==> src/rtl/pipe_hazard_ctrl_pkg.sv <==
// -----------------------------------------------------------------------------
// pipe_hazard_ctrl_pkg
//   Shared definitions for the 5-stage pipeline hazard controller:
//   RV32 opcode/funct constants, the controller state encoding, the bundle of
//   per-stage control outputs, and the canonical control patterns the FSM
//   selects between.
// -----------------------------------------------------------------------------
package pipe_hazard_ctrl_pkg;

    // RV32 encoding fields used by the hazard decode.
    localparam logic [6:0] OPC_RTYPE     = 7'b0110011;
    localparam logic [6:0] OPC_LOAD      = 7'b0000011;
    localparam logic [6:0] FUNCT7_MULDIV = 7'b0000001;
    localparam logic [2:0] FUNCT3_MUL    = 3'b000;

    // Controller state. RUN is the normal flow; MUL_WAIT holds the front end
    // while the multi-cycle multiplier in EX completes.
    typedef enum logic {
        ST_RUN      = 1'b0,
        ST_MUL_WAIT = 1'b1
    } state_e;

    // Every control output of the block, kept together so each scheduling
    // decision can be written as one pattern assignment.
    typedef struct packed {
        logic pc_en;
        logic if_id_en;
        logic id_ex_en;
        logic ex_mem_en;
        logic mem_wb_en;
        logic if_id_flush;
        logic id_ex_flush;
        logic ex_mem_flush;
        logic mult_start;
        logic ex_result_sel;
        logic busy;
    } ctrl_t;

    // Frozen pipeline: nothing moves, nothing is flushed.
    localparam ctrl_t CTRL_NONE = '0;

    // Normal flow: every stage advances, no bubbles.
    localparam ctrl_t CTRL_ADVANCE = '{
        pc_en: 1'b1, if_id_en: 1'b1, id_ex_en: 1'b1, ex_mem_en: 1'b1,
        mem_wb_en: 1'b1, if_id_flush: 1'b0, id_ex_flush: 1'b0,
        ex_mem_flush: 1'b0, mult_start: 1'b0, ex_result_sel: 1'b0,
        busy: 1'b0
    };

    // Taken branch/jump resolved in MEM: fetch the target and squash the
    // three younger instructions in IF/ID, ID/EX and EX/MEM.
    localparam ctrl_t CTRL_FLUSH_ALL = '{
        pc_en: 1'b1, if_id_en: 1'b1, id_ex_en: 1'b1, ex_mem_en: 1'b1,
        mem_wb_en: 1'b1, if_id_flush: 1'b1, id_ex_flush: 1'b1,
        ex_mem_flush: 1'b1, mult_start: 1'b0, ex_result_sel: 1'b0,
        busy: 1'b0
    };

    // Multiplier occupying EX: PC, IF/ID and ID/EX hold; a bubble is pushed
    // into EX/MEM so older instructions can still drain through MEM/WB.
    localparam ctrl_t CTRL_MUL_STALL = '{
        pc_en: 1'b0, if_id_en: 1'b0, id_ex_en: 1'b0, ex_mem_en: 1'b1,
        mem_wb_en: 1'b1, if_id_flush: 1'b0, id_ex_flush: 1'b0,
        ex_mem_flush: 1'b1, mult_start: 1'b0, ex_result_sel: 1'b0,
        busy: 1'b0
    };

    // Load-use hazard: hold PC and IF/ID, insert a bubble into ID/EX so the
    // load advances one stage ahead of its consumer.
    localparam ctrl_t CTRL_LD_STALL = '{
        pc_en: 1'b0, if_id_en: 1'b0, id_ex_en: 1'b1, ex_mem_en: 1'b1,
        mem_wb_en: 1'b1, if_id_flush: 1'b0, id_ex_flush: 1'b1,
        ex_mem_flush: 1'b0, mult_start: 1'b0, ex_result_sel: 1'b0,
        busy: 1'b0
    };

    // True for the RV32M MUL instruction only (not MULH*, DIV*, REM*).
    // An all-zero bubble has opcode 0 and can never match.
    function automatic logic is_mul(input logic [6:0] opcode,
                                    input logic [2:0] funct3,
                                    input logic [6:0] funct7);
        return (opcode == OPC_RTYPE) && (funct7 == FUNCT7_MULDIV) &&
               (funct3 == FUNCT3_MUL);
    endfunction

endpackage : pipe_hazard_ctrl_pkg

==> src/rtl/pipe_hazard_ctrl_load_use_detect.sv <==
// -----------------------------------------------------------------------------
// pipe_hazard_ctrl_load_use_detect
//   Combinational load-use hazard detector. Flags when the load in ID/EX
//   writes a register that the instruction in IF/ID reads.
//
//   Ports:
//     id_instr_i     [31:0]  instruction in IF/ID (the potential consumer)
//     ex_instr_i     [31:0]  instruction in ID/EX (the potential load)
//     ex_mem_read_i          mem_read control bit of the ID/EX instruction
//     ld_use_o               hazard present, stall one cycle
// -----------------------------------------------------------------------------
module pipe_hazard_ctrl_load_use_detect (
    input  logic [31:0] id_instr_i,
    input  logic [31:0] ex_instr_i,
    input  logic        ex_mem_read_i,
    output logic        ld_use_o
);

    logic [4:0] ex_rd;
    logic [4:0] id_rs1;
    logic [4:0] id_rs2;

    assign ex_rd  = ex_instr_i[11:7];
    assign id_rs1 = id_instr_i[19:15];
    assign id_rs2 = id_instr_i[24:20];

    // Both source fields are compared regardless of the consumer's format
    // (I-type and U-type have no real rs2). The occasional needless stall is
    // cheaper than decoding the format here. x0 is never a real dependency.
    assign ld_use_o = ex_mem_read_i && (ex_rd != 5'd0) &&
                      ((ex_rd == id_rs1) || (ex_rd == id_rs2));

    // Fields of the two instructions that play no part in the compare.
    logic unused_instr_bits;
    assign unused_instr_bits = ^{id_instr_i[31:25], id_instr_i[14:0],
                                 ex_instr_i[31:12], ex_instr_i[6:0]};

endmodule : pipe_hazard_ctrl_load_use_detect

==> src/rtl/pipe_hazard_ctrl.sv <==
// -----------------------------------------------------------------------------
// pipe_hazard_ctrl
//   Central stall/flush scheduler for the 5-stage IF/ID/EX/MEM/WB pipeline.
//   Decides, every enabled cycle, which pipeline registers load, which load a
//   bubble, and whether the PC advances. Sequences the multi-cycle multiplier
//   in EX: pulses its start, holds the front end for MUL_LAT cycles, and then
//   steers the product into EX/MEM.
//
//   Decision priority in RUN: taken branch/jump in MEM, then mul in EX, then
//   load-use, then normal flow. In MUL_WAIT only the countdown matters.
//
//   Parameters:
//     MUL_LAT  multiplier latency, start to valid product (2..15)
//     CNT_W    latency counter width, 2**CNT_W > MUL_LAT
//
//   Ports:
//     clk            clock
//     arst_n         synchronous active-low reset (sampled on rising clk)
//     enable         global run; 0 freezes the pipeline and this controller
//     id_instr       instruction in IF/ID
//     ex_instr       instruction in ID/EX
//     ex_mem_read    mem_read control bit in ID/EX
//     mem_take       taken branch or jump in EX/MEM
//     pc_en          PC update enable
//     *_en           pipeline register enables
//     *_flush        load a bubble into that register (with its enable)
//     mult_start     one-cycle start pulse to the multiplier
//     ex_result_sel  EX/MEM result mux: 0 = ALU, 1 = multiplier product
//     busy           multiplier wait in progress
//
//   All outputs are combinational from state, counter and inputs.
// -----------------------------------------------------------------------------
module pipe_hazard_ctrl
    import pipe_hazard_ctrl_pkg::*;
#(
    parameter int MUL_LAT = 2,
    parameter int CNT_W   = 4
) (
    input  logic        clk,
    input  logic        arst_n,
    input  logic        enable,
    input  logic [31:0] id_instr,
    input  logic [31:0] ex_instr,
    input  logic        ex_mem_read,
    input  logic        mem_take,
    output logic        pc_en,
    output logic        if_id_en,
    output logic        id_ex_en,
    output logic        ex_mem_en,
    output logic        mem_wb_en,
    output logic        if_id_flush,
    output logic        id_ex_flush,
    output logic        ex_mem_flush,
    output logic        mult_start,
    output logic        ex_result_sel,
    output logic        busy
);

    // The start cycle is the first of MUL_LAT cycles and the cnt==0 wait
    // cycle is the last, so the countdown starts at MUL_LAT-2.
    localparam logic [CNT_W-1:0] CNT_LOAD = CNT_W'(MUL_LAT - 2);

    state_e           state_q, state_d;
    logic [CNT_W-1:0] cnt_q,   cnt_d;
    ctrl_t            ctrl;
    logic             ex_is_mul;
    logic             ld_use;

    // ------------------------------------------------------------------
    // Hazard decode
    // ------------------------------------------------------------------
    assign ex_is_mul = is_mul(ex_instr[6:0], ex_instr[14:12], ex_instr[31:25]);

    pipe_hazard_ctrl_load_use_detect u_load_use_detect (
        .id_instr_i    (id_instr),
        .ex_instr_i    (ex_instr),
        .ex_mem_read_i (ex_mem_read),
        .ld_use_o      (ld_use)
    );

    // ------------------------------------------------------------------
    // Scheduling decision and next state
    // ------------------------------------------------------------------
    always_comb begin
        // NOTE: every signal gets a default before any branch; a path that
        // leaves one unassigned would infer a latch.
        ctrl    = CTRL_NONE;
        state_d = state_q;
        cnt_d   = cnt_q;

        if (enable) begin
            case (state_q)
                ST_RUN: begin
                    if (mem_take) begin
                        // Squash wins even over a mul in EX: that mul is on
                        // the wrong path and must never start.
                        ctrl = CTRL_FLUSH_ALL;
                    end else if (ex_is_mul) begin
                        ctrl            = CTRL_MUL_STALL;
                        ctrl.mult_start = 1'b1;
                        cnt_d           = CNT_LOAD;
                        state_d         = ST_MUL_WAIT;
                    end else if (ld_use) begin
                        ctrl = CTRL_LD_STALL;
                    end else begin
                        ctrl = CTRL_ADVANCE;
                    end
                end

                ST_MUL_WAIT: begin
                    // Load-use is not checked here: the consumer in IF/ID is
                    // held anyway. mem_take cannot occur since EX/MEM only
                    // carries bubbles while the mul is in EX.
                    if (cnt_q != '0) begin
                        ctrl  = CTRL_MUL_STALL;
                        cnt_d = cnt_q - 1'b1;
                    end else begin
                        // Last multiplier cycle: the product retires into
                        // EX/MEM and the next instruction enters EX.
                        ctrl               = CTRL_ADVANCE;
                        ctrl.ex_result_sel = 1'b1;
                        state_d            = ST_RUN;
                    end
                    ctrl.busy = 1'b1;
                end

                default: begin
                    state_d = ST_RUN;
                end
            endcase
        end
    end

    // ------------------------------------------------------------------
    // State registers
    // ------------------------------------------------------------------
    // NOTE: reset is synchronous, so arst_n is tested inside the clocked
    // block and does not appear in the sensitivity list; sequential state
    // uses non-blocking assignments only.
    always_ff @(posedge clk) begin
        if (!arst_n) begin
            state_q <= ST_RUN;
            cnt_q   <= '0;
        end else begin
            state_q <= state_d;
            cnt_q   <= cnt_d;
        end
    end

    // ------------------------------------------------------------------
    // Outputs
    // ------------------------------------------------------------------
    assign pc_en         = ctrl.pc_en;
    assign if_id_en      = ctrl.if_id_en;
    assign id_ex_en      = ctrl.id_ex_en;
    assign ex_mem_en     = ctrl.ex_mem_en;
    assign mem_wb_en     = ctrl.mem_wb_en;
    assign if_id_flush   = ctrl.if_id_flush;
    assign id_ex_flush   = ctrl.id_ex_flush;
    assign ex_mem_flush  = ctrl.ex_mem_flush;
    assign mult_start    = ctrl.mult_start;
    assign ex_result_sel = ctrl.ex_result_sel;
    assign busy          = ctrl.busy;

endmodule : pipe_hazard_ctrl

==> config.mk <==
export PLATFORM = sky130hd
export DESIGN_NAME = pipe_hazard_ctrl
export DESIGN_NICKNAME = d
export VERILOG_FILES = /design/src/rtl/pipe_hazard_ctrl_pkg.sv /design/src/rtl/pipe_hazard_ctrl_load_use_detect.sv /design/src/rtl/pipe_hazard_ctrl.sv
export SDC_FILE = /design/constraint.sdc
export NUM_CORES = 1
export LEC_CHECK = 0
export BUFFER_PORTS_ARGS = -buffer_cell sky130_fd_sc_hd__buf_2
export CAP_MARGIN = 20
export CORE_MARGIN = 4
export CORE_UTILIZATION = 32
export CTS_CLUSTER_SIZE = 14
export DETAILED_ROUTE_END_ITERATION = 8
export GPL_ROUTABILITY_DRIVEN = 0
export PLACE_DENSITY = 0.9
export SYNTH_ARGS = -nofsm -noshare
export SYNTH_HDL_FRONTEND = slang
export SYNTH_HIERARCHICAL = 1
export SYNTH_SLANG_ARGS = --single-unit
==> constraint.sdc <==
create_clock -name clk -period 2.2 [get_ports clk]
set_input_delay 0.22 -clock clk [delete_from_list [all_inputs] [get_ports clk]]
set_output_delay 0.22 -clock clk [all_outputs]
set_load 0.1 [all_outputs]
==> results by group <==
Status
  – Outcome: finished, final reports clean

Yosys
  – Synth Register Bits: 5
  – Post-Syn Area: 651 µm²
  – Post-synth EDFFs: 0
  – Synth warn: 6
  – Compound-gate portion of the synthesized area: roughly a fifth
  – Post-Synth Simple-Gate Area: 39.8%
  – Sequential share of the synthesized area: 15.4%
  – Most frequent cell after synthesis: xor2_1
  – Most frequent cells after synthesis: xor2_1, dfxtp_1, xnor2_1
  – Gate Count Post-Synth: 74
  – Main combinational cell family by area after synthesis: simple AND/OR/NAND/NOR gates
  – Area contributors post-synth: dfxtp_1, xor2_1, xnor2_1, a41o_1, nor3b_1
  – Syn_nets: 145
  – Synth cell types: 35
  – Syn Area/Cell: 8.79 µm²
  – Share of the synthesized area in the top cell type: 15.4%
  – Asr flop ratio synth: 0%
  – Post-synthesis mux area share: 0%
  – XOR/XNOR Fraction of Synth Area: 14.8%
  – Area share of fa/ha/maj cells after synthesis: 3.85%
  – Dominant synthesized flop cell: dfxtp_1
  – Area leader, netlist: dfxtp_1

Clocking
  – Clock root buffer: clkbuf_4
  – CTS sink cnt: 5
  – TritonCTS clock tree: done
  – Htree depth: 1
  – CTS buffer count: 3
  – Max clock buf depth: 2
  – Reg clk slew, reported paths: 0.06 ns
  – Latest clock arrival within the worst-skew pair: about 0.26 ns

GRT
  – Pin count of the biggest net entering global routing: 12
  – GRT Util Overall: approximately 15%
  – GRT Residual Overflow: 0
  – Initial antenna violation count: 0
  – Vias in the first global route: 778
  – First-pass GRT wire length: 3100 µm

Die
  – I/O Pins: 80
  – Initial Util: 33.5%
  – Placement Rows: 16
  – Die width: 53.1 µm
  – Die Y: 53.1 µm
  – DIE AREA: between 2000 and 3000 µm²
  – Area of the core: 1940 µm²

Worst setup path
  – Critical path fanouts, max: 4
  – Critical Path AT: between 1.5 and 2 ns
  – Crit-path cells: inv_1 -> ha_1 -> or3b_4 -> a21oi_2 -> o31a_2 -> buf_12
  – Critical path type: flop to output port
  – Slowest-stage cell, CP: or3b_4
  – Worst stage delay on the critical path: 0.41 ns
  – Startpoint types: flop
  – CP Capture Type: output port
  – CP required: 1.98 ns

STA
  – Fin. Hold Viols: 0
  – Min Hold Slack: 0.328 ns
  – Max-slew violations: 0
  – RSZ-0062 raised after global routing: false
  – # setup viols final: 0
  – Relative slew margins: 67.0%
  – Layout Skew: 0.0100 ns
  – Fmax: 482 MHz
  – Crit share post-route: between 90% and 100%
  – Tightest Pin Transition: 0.494 ns
  – Post-layout minimum cycle time: 2.07 ns

Power and ir drop
  – PwrDens: 372 nW/µm²
  – P_leak: 0.502 nW
  – Peak VDD IR: 0.170 mV

Detailed routing
  – Via density: 5.29
  – Vias: 778
  – First-pass detailed-route iteration total: 4
  – DRC: 0
  – Remaining antenna violation count: 0
  – Starting DRT DRC Count: 8
  – WL/cell: 13.5 µm
  – Final WL: slightly below 2000 µm

Layout
  – Final Util: a little over half
  – Fraction of layout cells with a size suffix above 1: 53.3%
  – Area growth, synth to finish: 58.1%
  – Non-Filler Instances: about 150
  – Final Cell Area: slightly above 1000 µm²
  – Antenna cells: 0
  – Nets: 192

Run
  – Maxcap violations: 0

Placed design
  – Port bufs: 47
  – Placed insts: 143
  – Placement Cell Area: approximately 1000 µm²
  – HPWL after detailed placement: 1650 µm

Worst hold path
  – Hold WC Path Type: input port to flop
[kinds of logic (layout without fill, tap and decap cells)]
logic type | count (synthesis) | count (layout)
fa+ha+maj | 2 | 2
flops | 5 | 5
simple gates | 31 | 31
xor+xnor | 11 | 11
compound gates | 16 | 16
buf+inv | 9 | 55
[cell type report]
| type | count | area (µm²) |
|---|---|---|
| Clock buffer | 4 | 26.3 |
| Fill cell | 178 | 913 |
| Inverter | 4 | 15.0 |
| Multi-Input combinational cell | 60 | 543 |
| Sequential cell | 5 | 100 |
| Tap cell | 27 | 33.8 |
| Timing Repair Buffer | 47 | 310 |
[metrics by stage]
step | power [W] | TNS [ns] | setup WS [ns]
2_1_floorplan | 0.000199 | -0.0800 | -0.0431
3_3_place_gp | 0.000260 | 0 | 0.275
3_5_place_dp | 0.000265 | 0 | 0.247
4_1_cts | 0.000383 | 0 | 0.0157
5_1_grt | 0.000396 | 0 | 0.0448
6_report | 0.000382 | 0 | 0.126
[sequential cells by signal, summed over array words and instances (netlist names)]
signal	flops
cnt_q	4
state_q	1
[layout by cell type (no fill, tap or decap), types with 2 or more instances in the layout]
cell and count:
buf_2 42, xor2_1 6, xnor2_1 5, dfxtp_1 5, buf_12 5, inv_1 4, nor3b_1 4, nand3_1 4
nor3_1 3, a41o_1 3, nand3b_1 3, clkbuf_4 3, and3_1 2, nor2_1 2, a21oi_1 2, o21ai_1 2
ha_1 2
[critical path, delay by kind of cell, from the launching register on]
family | cells | cell delay [ns]
simple gates | 1 | 0.41
buf+inv | 2 | 0.28
flops | 1 | 0.32
compound gates | 2 | 0.42
fa+ha+maj | 1 | 0.17
[power breakdown]
group          internal, W   switching [W]
Clock            0.0000693       0.0000495
Combinational    0.0000645        0.000108
Sequential       0.0000907  0.000000000204
Total             0.000225        0.000158
[metal layers]
metal	wire length [µm]	GRT usage, %	share of wire [%]	up-vias
li1	-	-	-	369
met1	667	13.8	34	362
met2	1070	29.3	54	43
met3	214	3.66	11	4
met4	31	8.51	1.6	0
met5	0	0	0	-
[final timing paths]
path / end / slack (ns) / start / cells past startpoint
setup reg to reg: cnt_q[3]$_SDFFE_PN0P_ / 0.42 / cnt_q[0]$_SDFFE_PN0P_ / 6
hold / removal: state_q$_SDFFE_PN0P_ / 0.33 / arst_n / 3
setup / recovery: pc_en / 0.13 / cnt_q[0]$_SDFFE_PN0P_ / 6
hold reg to reg: cnt_q[1]$_SDFFE_PN0P_ / 0.53 / cnt_q[1]$_SDFFE_PN0P_ / 1
[repair_timing]
item                                    4_1_cts  5_1_grt
hold buffers                                  0        0
setup buffers                                 0        0
endpoints found under the setup margin        0        3
gates resized for setup                       0        2
No activity file was read; power rests on OpenSTA's default activity.
